### src/rtl/spi_debug_bridge_if.sv
// -----------------------------------------------------------------------------
// spi_debug_bridge_if
//   Bundles the board-level SPI pins and the system write port of the
//   SPI debug bridge.
//   Parameter AW : width of the write address.
//   Signals      : spi_mosi, spi_clk, spi_cs (host -> bridge, asynchronous)
//                  spi_miso (bridge -> host)
//                  wr_addr[AW-1:0], wr_data[15:0], wr, active (bridge -> system)
//   Modports     : slave  - the bridge itself
//                  master - the SPI host / system side
// -----------------------------------------------------------------------------
interface spi_debug_bridge_if #(
  parameter int AW = 16
);
  logic          spi_mosi;
  logic          spi_clk;
  logic          spi_cs;
  logic          spi_miso;
  logic [AW-1:0] wr_addr;
  logic [15:0]   wr_data;
  logic          wr;
  logic          active;

  modport slave (
    input  spi_mosi, spi_clk, spi_cs,
    output spi_miso, wr_addr, wr_data, wr, active
  );

  modport master (
    output spi_mosi, spi_clk, spi_cs,
    input  spi_miso, wr_addr, wr_data, wr, active
  );
endinterface

### src/rtl/spi_debug_bridge.sv
// -----------------------------------------------------------------------------
// spi_debug_bridge
//   SPI mode-0 slave that turns host frames into 16-bit system writes.
//   The first 16 bits after cs falls are the address word; every further
//   16 bits is a data word, written to the current address, which then
//   increments (modulo 2^AW). MISO echoes the previous word (0x5A5A first).
//   SPI pins are oversampled by clk, so everything runs in the clk domain.
//
//   Ports:
//     clk   in  system clock
//     rst_n in  asynchronous active-low reset
//     bus   spi_debug_bridge_if.slave (SPI pins + write port + active)
//   Parameter AW (<= 16): write address width, low AW bits of the address word.
// -----------------------------------------------------------------------------
module spi_debug_bridge #(
  parameter int AW = 16
) (
  input  logic                clk,
  input  logic                rst_n,
  spi_debug_bridge_if.slave   bus
);

  typedef enum logic [1:0] {
    IDLE = 2'd0,
    ADDR = 2'd1,
    DATA = 2'd2
  } state_e;

  localparam logic [15:0] LINK_MARKER = 16'h5A5A;

  // Synchronizers: two flops for metastability, a third on clk/cs for edges.
  logic [2:0] sclk_q;
  logic [2:0] cs_q;
  logic [1:0] mosi_q;

  // NOTE: sequential state is updated with non-blocking assignments only, so
  // every flop samples the pre-edge value of every other flop.
  always_ff @(posedge clk or negedge rst_n) begin
    if (!rst_n) begin
      sclk_q <= 3'b000;
      cs_q   <= 3'b111;
      mosi_q <= 2'b00;
    end else begin
      sclk_q <= {sclk_q[1:0], bus.spi_clk};
      cs_q   <= {cs_q[1:0],   bus.spi_cs};
      mosi_q <= {mosi_q[0],   bus.spi_mosi};
    end
  end

  logic sclk_rise, sclk_fall, cs_fall, cs_high, mosi_s;

  assign sclk_rise = sclk_q[1] & ~sclk_q[2];
  assign sclk_fall = ~sclk_q[1] & sclk_q[2];
  assign cs_fall   = ~cs_q[1] & cs_q[2];
  assign cs_high   = cs_q[1];
  assign mosi_s    = mosi_q[1];

  state_e        state_q;
  logic [3:0]    bit_cnt_q;
  logic [14:0]   rx_q;       // bits received so far in the current word
  logic [15:0]   tx_q;       // bits still to be shifted out on MISO
  logic          miso_q;
  logic [AW-1:0] wr_addr_q;
  logic [15:0]   wr_data_q;
  logic          wr_q;
  logic          active_q;
  logic [15:0]   word_d;     // word completed by the bit arriving this cycle

  assign word_d = {rx_q, mosi_s};

  // NOTE: every register here, datapath included, has an explicit reset value
  // so that a mid-transaction reset leaves no stale word or address behind.
  always_ff @(posedge clk or negedge rst_n) begin
    if (!rst_n) begin
      state_q   <= IDLE;
      bit_cnt_q <= 4'd0;
      rx_q      <= '0;
      tx_q      <= '0;
      miso_q    <= 1'b0;
      wr_addr_q <= '0;
      wr_data_q <= '0;
      wr_q      <= 1'b0;
      active_q  <= 1'b0;
    end else begin
      wr_q <= 1'b0;
      // Post-write increment, one cycle after the strobe.
      if (wr_q) wr_addr_q <= wr_addr_q + AW'(1);

      case (state_q)
        IDLE: begin
          // A cs edge takes priority; clock edges in this cycle are ignored.
          if (cs_fall) begin
            state_q   <= ADDR;
            active_q  <= 1'b1;
            bit_cnt_q <= 4'd0;
            // The marker MSB must be on MISO before the first rising edge,
            // so it is presented now and the register holds what remains.
            miso_q    <= LINK_MARKER[15];
            tx_q      <= {LINK_MARKER[14:0], 1'b0};
          end
        end

        default: begin
          if (cs_high) begin
            // A partial word is simply dropped; wr_addr is left untouched.
            state_q  <= IDLE;
            active_q <= 1'b0;
          end else if (sclk_rise) begin
            rx_q      <= word_d[14:0];
            bit_cnt_q <= bit_cnt_q + 4'd1;
            if (bit_cnt_q == 4'd15) begin
              // Echo the received word; its MSB goes out on the next falling edge.
              tx_q <= word_d;
              if (state_q == ADDR) begin
                wr_addr_q <= word_d[AW-1:0];
                state_q   <= DATA;
              end else begin
                wr_data_q <= word_d;
                wr_q      <= 1'b1;
              end
            end
          end else if (sclk_fall) begin
            miso_q <= tx_q[15];
            tx_q   <= {tx_q[14:0], 1'b0};
          end
        end
      endcase
    end
  end

  assign bus.spi_miso = miso_q;
  assign bus.wr_addr  = wr_addr_q;
  assign bus.wr_data  = wr_data_q;
  assign bus.wr       = wr_q;
  assign bus.active   = active_q;

endmodule

### src/flat_wrapper.sv
// flat-port wrapper written by rule: the top's interface ports become plain ports
module spi_debug_bridge_flat 
#(
  parameter int AW = 16
)
  (clk, rst_n, bus_spi_mosi, bus_spi_clk, bus_spi_cs, bus_spi_miso, bus_wr_addr, bus_wr_data, bus_wr, bus_active);
  spi_debug_bridge_if #(.AW(AW)) bus_i ();
  input  logic clk;
  input  logic rst_n;
  input wire logic [$bits(bus_i.spi_mosi)-1:0] bus_spi_mosi;
  input wire logic [$bits(bus_i.spi_clk)-1:0] bus_spi_clk;
  input wire logic [$bits(bus_i.spi_cs)-1:0] bus_spi_cs;
  output wire logic [$bits(bus_i.spi_miso)-1:0] bus_spi_miso;
  output wire logic [$bits(bus_i.wr_addr)-1:0] bus_wr_addr;
  output wire logic [$bits(bus_i.wr_data)-1:0] bus_wr_data;
  output wire logic [$bits(bus_i.wr)-1:0] bus_wr;
  output wire logic [$bits(bus_i.active)-1:0] bus_active;
  assign bus_i.spi_mosi = bus_spi_mosi;
  assign bus_i.spi_clk = bus_spi_clk;
  assign bus_i.spi_cs = bus_spi_cs;
  assign bus_spi_miso = bus_i.spi_miso;
  assign bus_wr_addr = bus_i.wr_addr;
  assign bus_wr_data = bus_i.wr_data;
  assign bus_wr = bus_i.wr;
  assign bus_active = bus_i.active;
  spi_debug_bridge #(.AW(AW)) u_core (.clk(clk), .rst_n(rst_n), .bus(bus_i));
endmodule
### config.mk
export PLATFORM = sky130hd
export DESIGN_NAME = spi_debug_bridge_flat
export DESIGN_NICKNAME = d
export VERILOG_FILES = /design/src/rtl/spi_debug_bridge_if.sv /design/src/rtl/spi_debug_bridge.sv /design/src/flat_wrapper.sv
export SDC_FILE = /design/constraint.sdc
export NUM_CORES = 1
export LEC_CHECK = 0
export ABC_AREA = 1
export CAP_MARGIN = 15
export CORE_MARGIN = 2
export CORE_UTILIZATION = 60
export CTS_CLUSTER_DIAMETER = 30
export DETAILED_ROUTE_END_ITERATION = 8
export HOLD_SLACK_MARGIN = 0.02
export PLACE_DENSITY = 0.84
export SLEW_MARGIN = 20
export SYNTH_ARGS = -nofsm -noshare
export SYNTH_HDL_FRONTEND = slang
export SYNTH_SLANG_ARGS = --single-unit
### constraint.sdc
create_clock -name clk -period 2.5 [get_ports clk]
set_clock_uncertainty 0.15 [all_clocks]
set_input_delay 0.625 -clock clk [delete_from_list [all_inputs] [get_ports clk]]
set_output_delay 0.625 -clock clk [all_outputs]
set_load 0.01 [all_outputs]
### Word-level counts from Yosys, hierarchy flattened

Index checks and enable logic that the tools add are counted.

* bits in registers: 80
* logic and storage cells: 78
* output and inout port bits: 35
* input bits: 5

* multiplexer cells: 35
* bitwise logic cells: 8
* equal/unequal tests: 6
* $add $sub $neg: 2
* reduce and logical (&&, ||, !) cells: 15

Operator list (count)
* 2-to-1 mux 16 bit: 12
* adder 16 x 1 -> 16 bit (second input constant): 1
* 2-to-1 mux 4 bit: 4
* 2-to-1 mux 1 bit: 13
* 2-to-1 mux 2 bit: 6
* AND reduction 4 bit: 3
* nonzero test 3 bit: 4
* AND reduction 3 bit: 2
* nonzero test 2 bit: 3
* NOT 1 bit: 5
* AND reduction 5 bit: 1
* adder 4 x 1 -> 4 bit (second input constant): 1
* equality test 4 bit (second input constant): 1
* != test 2 bit (second input constant): 2
* AND 1 bit: 3
* != test 3 bit (second input constant): 1
* equality test 2 x 1 -> 1 bit (second input constant): 1
* logical NOT 2 bit: 1
* != test 2 x 1 -> 1 bit (second input constant): 1
* AND reduction 2 bit: 1

### Logic depth before layout (Yosys ltp)

Gate-level depths: netlist (run 1).

* word-level depth: 7
* mapped depth: 10
* gate-level depth less buffers: 9

### Worst setup path before layout (run 1)

No wires, ideal clock.

* kind: flip-flop to flip-flop
* start: register u_core.bit_cnt_q[0]
* end: register u_core.tx_q[11]
* required time: 2231 ps
* stages on the path, launching flop included: 10
* library setup time: 119 ps
* arrival: 1291 ps
* path slack: 940 ps
* cells stage by stage: dfrtp_1 > ha_1 > nand2_1 > nor2_1 > nand2_2 > nand2_2 > nand2_4 > inv_4 > buf_6 > o21a_1

* longest elaborated chain between the ends: 3

RTL lines
* from (decl): line spi_debug_bridge.sv:59 `logic [3:0] bit_cnt_q;`
* from (signal assigned): line spi_debug_bridge.sv:110 `bit_cnt_q <= bit_cnt_q + 4'd1;`
* equality test 4 bit: line spi_debug_bridge.sv:111 `if (bit_cnt_q == 4'd15) begin`
* != test 3 bit (no source line)
* AND reduction 4 bit (no source line)
* to (signal assigned): line spi_debug_bridge.sv:99 `tx_q <= {LINK_MARKER[14:0], 1'b0};`
* to (signal assigned): line spi_debug_bridge.sv:113 `tx_q <= word_d;`
* to (signal assigned): line spi_debug_bridge.sv:124 `tx_q <= {tx_q[14:0], 1'b0};`
* to (decl): line spi_debug_bridge.sv:61 `logic [15:0] tx_q;`

Every way passes these cells.
A chain may end at the register's enable or synchronous reset.

### Final worst setup path (run 1)

* start: register u_core.wr_q, in the netlist u_core.bus.wr
* end: output bus_wr

RTL lines
* from (decl): line spi_debug_bridge.sv:65 `logic wr_q;`
* from (signal assigned): line spi_debug_bridge.sv:82 `wr_q <= 1'b0;`
* from (signal assigned): line spi_debug_bridge.sv:85 `wr_q <= 1'b0;`
* from (signal assigned): line spi_debug_bridge.sv:119 `wr_q <= 1'b1;`
* to (decl): line flat_wrapper.sv:16 `output wire logic [$bits(bus_i.wr)-1:0] bus_wr;`

No word-level cell between the ends.

==> impl_metrics.toml, run 1 <==
[status]
status = "finished clean"

[setup_path]
reg2reg_slack_ps = 610
path_cells = "clkdlybuf4s50_1"
r2r_start = "u_core.bit_cnt_q[0]$_DFFE_PN0P_"
arrival_ps = 1480
cp.required_ps = 1730
worst_path_largest_cell_delay_ps = 600
reg2reg_depth = 8
r2r_end = "u_core.bus.wr_addr[0]$_DFF_PN0_"
end_kind = "output pin"
cp_num_cells = 1
path_class = "flip-flop to output pin"
crit_path_start_kind = "flip-flop"
crit_slowest_cell = "clkdlybuf4s50_1"
crit_buf_inv = 1
cp_top_family = "buffers and inverters"
crit_fanout = 10

[sta]
hold_violations = 0
finalCriticalPeriod_ps = 2250
rsz0062_at_grt = "false"
drv_slew = 0
setup_ws_ps = 245
tightest_slew_ps = 541
timing.final.crit_share = 0.902
max_slew_margin = 0.639
setup_tns_ps = 0
finalSetupViolCount = 0
whs_ps = 131
fmax_mhz = 444

[placed_design]
gp_congestion = 0.782
dp.cells = 500
portBuffers = 39
dpl_cell_area_sq_mm = 0.00399
dpl.hpwl_mm = 5.27
place_ws_ps = 642

[global_route]
gr-total-overflow = 0
antenna_found_initial = 0
grt_max_degree = 81
grt_pass1_wl_mm = 12.4
grt_pass1_vias = 2751
track_usage = 0.253

[final_layout]
nNetsFinal = 443
antenna_cells = 0
final_util = 0.719
final_common_cell = "nand2_1"
final_layout_size_suffix_gt1_frac = 0.0975
design_area_sq_mm = 0.00418
final_cell_mix = "nand2_1 (103), dfrtp_1 (77), inv_1 (41), clkdlybuf4s50_1 (38), o21ai_0 (30)"
final_cells = 516
area_growth_pct = 17.8

[synth]
synth_area_leader_cell = "dfrtp_1"
synth_area_leaders = "dfrtp_1 (54%), nand2_1 (11%), inv_1 (4.3%)"
synthArstFlopShare = 1.00
postSynthAreaPerCell_sq_um = 8.96
synth_seq_cells = 80
ys_warn_count = 0
seq_area_frac_synth = 0.565
syn_inst = 396
yosysTopAreaCellShare = 0.543
synth_edf_count = 0
netlist_area_sq_mm = 0.00355
ys.flop_type = "dfrtp_1"
synthDistinctLibCells = 32
syn_nets = 403

[power]
power_density_mw_per_mm2 = 787
ir_drop_mv = 0.626
p_total_mw = 3.29
p_leak_nw = 1.83

[cts]
clock_latency_ps = 350
htreeDepth = 3
cts_setup_buffers = 0
clk_pin_slew_ps = 90
numCtsBuffers = 9
ctsHoldBuffers = 0
cts_num_sinks = 80
cts_tree = "done"
cts_resized = 0
cts_root_buf = "clkbuf_8"
clk_path_buf_depth = 2

[floorplan]
die_w_um = 80.9
die_h_um = 80.9
dieArea_sq_mm = 0.00655
rows = 28
start_util = 0.610
io_pins = 40
core_sq_mm = 0.00582

[route]
drc = 0
totalWireLength_mm = 7.47
vias = 2843
drt-initial-drc-count = 298
ant_nets = 0
wl_per_cell_um = 14.5
vias_per_cell = 5.51
firstDrtPassIters = 4

[flow_run]
cap_viol_max_count = 0

[hold_path]
hold_class = "input port to asynchronous set/reset pin"
layer usage:
layer	part of all wire	wire length, um	up-vias	track usage
met2	0.49	3670	112	0.398
li1	-	-	1370	-
met4	0.021	159	0	0.102
met5	0	0	-	0
met3	0.054	404	17	0.0644
met1	0.43	3230	1344	0.339
cell families (layout without fill, tap and decap cells):
| group | Yosys count | after routing | synth area share |
|---|---|---|---|
| simple gates | 166 | 166 | 0.214 |
| compound gates | 85 | 85 | 0.130 |
| flops | 80 | 80 | 0.565 |
| buf+inv | 57 | 102 | 0.0698 |
| xor+xnor | 6 | 6 | 0.0148 |
| fa+ha+maj | 2 | 2 | 0.00705 |
synth_stat cells (3+ instances only):
cell and count:
nand2_1 103, dfrtp_1 77, inv_1 41, o21ai_0 30, o21ai_1 24, nor2_1 20
nand3_1 17, o22ai_1 16, buf_2 10, a21oi_1 9, nand4_1 5, nand2_4 4
nor2_2 4, o21a_1 4, xor2_1 4, dfstp_2 3, nand2_2 3, nor2_4 3
worst reg2reg max path, delay by kind of cell, from the launching register on:
family / cells / cell delay, ps
adders and majority gates: 1 / 210
AOI/OAI and AO/OA: 2 / 230
and+or+nand+nor: 3 / 360
buffers and inverters: 2 / 470
DFF: 1 / 390
flip-flops by register name, indices dropped and copies added (netlist names), 2 cells and up:
signal / cells
u_core.bus.wr_data: 16
u_core.state_q: 2
u_core.bus.wr_addr: 16
u_core.sclk_q: 3
u_core.cs_q: 3
u_core.rx_q: 15
u_core.bit_cnt_q: 4
u_core.tx_q: 16
u_core.mosi_q: 2
report_power, final:
group          switching, mW  internal (mW)  total (mW)  leakage, nW
sequential             0.146           1.51        1.65         1.06
clock                  0.462          0.458       0.920       0.0835
combinational          0.463          0.256       0.719        0.688
total                   1.07           2.22        3.29         1.83
worst max-delay path by stage:
stage	endpoint	from	slack (ps)
after global placement	bus_wr	u_core.bus.wr$_DFF_PN0_	640
after global routing	bus_wr	u_core.bus.wr$_DFF_PN0_	210
after floorplan	u_core.tx_q[11]$_DFFE_PN0P_	u_core.bit_cnt_q[0]$_DFFE_PN0P_	940
after CTS	bus_wr	u_core.bus.wr$_DFF_PN0_	230
after detailed placement	bus_wr	u_core.bus.wr$_DFF_PN0_	640
final	bus_wr	u_core.bus.wr$_DFF_PN0_	250
cell type report:
cell class / count / area (sq um)
Multi-Input combinational cell: 259 / 1300
Inverter: 44 / 168
Clock inverter: 7 / 72.6
Tap cell: 75 / 93.8
Timing Repair Buffer: 42 / 423
Clock buffer: 9 / 124
Fill cell: 416 / 1630
Sequential cell: 80 / 2010
Power figures use the tool's default switching activity.
==> run 2: changes to the inputs <==
ABC_AREA = not set   (was 1)
SLEW_MARGIN = 25   (was 20)
==> impl_metrics.toml, run 2 <==
[sta]
finalSetupViolCount = 0
setup_tns_ps = 0
max_slew_margin = 0.565
finalCriticalPeriod_ps = 2310
tightest_slew_ps = 650
timing.final.crit_share = 0.924
drv_slew = 0
fmax_mhz = 433
setup_ws_ps = 190
hold_violations = 0
rsz0062_at_grt = "false"

[synth]
synth_area_leader_cell = "dfrtp_1"
postSynthAreaPerCell_sq_um = 11.6
synthArstFlopShare = 1.00
synthDistinctLibCells = 35
synth.most_common_cell = "dfrtp_1"
syn_nets = 317
syn_inst = 310
yosys-top-cells-count = "dfrtp_1 (77), nand2_1 (60), mux2_2 (37), o21ai_0 (17), a21oi_1 (14)"
yosysTopAreaCellShare = 0.534
synth_edf_count = 0
seq_area_frac_synth = 0.556
synth_seq_cells = 80
ys.flop_type = "dfrtp_1"
ys_warn_count = 0
netlist_area_sq_mm = 0.00361
synth_area_leaders = "dfrtp_1 (53%), mux2_2 (12%), nand2_1 (6.2%)"

[floorplan]
start_util = 0.617
die_h_um = 81.5
die_w_um = 81.5
io_pins = 40
rows = 28
dieArea_sq_mm = 0.00665
core_sq_mm = 0.00585

[route]
drt-initial-drc-count = 217
firstDrtPassIters = 6
ant_nets = 0
drc = 0
vias_per_cell = 5.78
totalWireLength_mm = 7.49
vias = 2492
wl_per_cell_um = 17.4

[cts]
clk_pin_slew_ps = 80
ctsHoldBuffers = 0
cts_tree = "done"
numCtsBuffers = 9
cts_root_buf = "clkbuf_8"
cts_num_sinks = 80
htreeDepth = 3
cts_setup_buffers = 0
cts_resized = 0
clk_path_buf_depth = 2
clock_latency_ps = 360

[setup_path]
crit_path_start_kind = "flip-flop"
path_class = "flip-flop to output pin"
worst_path_largest_cell_delay_ps = 610
r2r_start = "u_core.state_q[1]$_DFFE_PN0P_"
end_kind = "output pin"
worstSetupStartpoint = "u_core.bus.wr$_DFF_PN0_"
crit_buf_inv = 1
crit_slowest_cell = "clkdlybuf4s50_1"
path_cells = "clkdlybuf4s50_1"
cp.required_ps = 1730
cp_top_family = "buffers and inverters"
arrival_ps = 1540
crit_fanout = 10
reg2reg_slack_ps = 290

[flow_run]
cap_viol_max_count = 0

[final_layout]
nNetsFinal = 358
antenna_cells = 0
final_common_cell = "dfrtp_1"
final_cell_mix = "dfrtp_1 (77), nand2_1 (60), clkdlybuf4s50_1 (38), mux2_2 (37), o21ai_0 (17)"
final_util = 0.727
final_layout_size_suffix_gt1_frac = 0.225
final_cells = 431
area_growth_pct = 17.9
design_area_sq_mm = 0.00425

[status]
status = "finished clean"

[global_route]
antenna_found_initial = 0
grt_pass1_vias = 2400
grt_pass1_wl_mm = 12.1
track_usage = 0.249
grt_max_degree = 52
gr-total-overflow = 0

[placed_design]
portBuffers = 39
dpl_cell_area_sq_mm = 0.00405
gp_congestion = 0.915
place_ws_ps = 302
dp.cells = 415
dpl.hpwl_mm = 5.06

[power]
ir_drop_mv = 0.412
power_density_mw_per_mm2 = 622
p_leak_nw = 1.92

[hold_path]
hold_class = "input port to asynchronous set/reset pin"
-- run 2: cell types whose count changed after synthesis, sizes merged, moves of 4 or more --
cell,change
nor4,+6
nand3,-10
a21oi,+5
inv,-40
nand2,-49
o21ai,-34
o21a,-4
nor3,+4
o22ai,-16
nor2,-20
clkbuf,+5
xnor2,+6
mux2,+49
-- run 2: worst paths after layout --
path                                                    to  cells after the start
max in group asynchronous       u_core.sclk_q[0]$_DFF_PN0_                      2
min reg2reg                     u_core.sclk_q[1]$_DFF_PN0_                      0
max reg2reg                     u_core.tx_q[4]$_DFFE_PN0P_                      4
min                        u_core.bus.wr_addr[6]$_DFF_PN0_                      1
max                                                 bus_wr                      1
min in group clk                u_core.sclk_q[1]$_DFF_PN0_                      0
-- run 2: logic make-up (layout without fill, tap and decap cells) --
kind of cell | after synthesis | count (layout) | share of synthesized area
simple gates | 105 | 105 | 0.136
flops | 80 | 80 | 0.556
mux | 51 | 51 | 0.171
compound gates | 38 | 38 | 0.0617
buf+inv | 19 | 65 | 0.0316
xor+xnor | 15 | 15 | 0.0364
fa+ha+maj | 2 | 2 | 0.00694
-- run 2: power breakdown --
group	leakage (nW)	switching, mW	total [mW]	internal (mW)
combinational	0.769	0.110	0.231	0.121
sequential	1.05	0.0751	1.45	1.37
clock	0.0996	0.451	0.966	0.515
total	1.92	0.635	2.64	2.01
-- run 2: metal layers --
metal,up-vias,wire length (um),track usage,part of all wire
met5,-,0,0,0
met4,0,99,0.0763,0.013
met3,8,472,0.0637,0.063
met2,89,3680,0.382,0.49
met1,1241,3240,0.350,0.43
li1,1154,-,-,-
-- run 2: cell type report --
| cell class | instances | area [sq um] |
|---|---|---|
| tap | 75 | 93.8 |
| clock buffer | 13 | 159 |
| multi-input combinational | 211 | 1490 |
| fill | 401 | 1600 |
| sequential | 80 | 2010 |
| inverter | 4 | 15.0 |
| timing repair buffer | 45 | 445 |
| clock inverter | 3 | 42.5 |
-- run 2: stage by stage --
stage | hold WS [ps] | power (mW)
2_1_floorplan | 179 | 1.61
3_3_place_gp | 184 | 1.68
3_5_place_dp | 195 | 1.70
4_1_cts | 45.9 | 2.65
5_1_grt | 60.3 | 2.75
6_report | 35.3 | 2.64
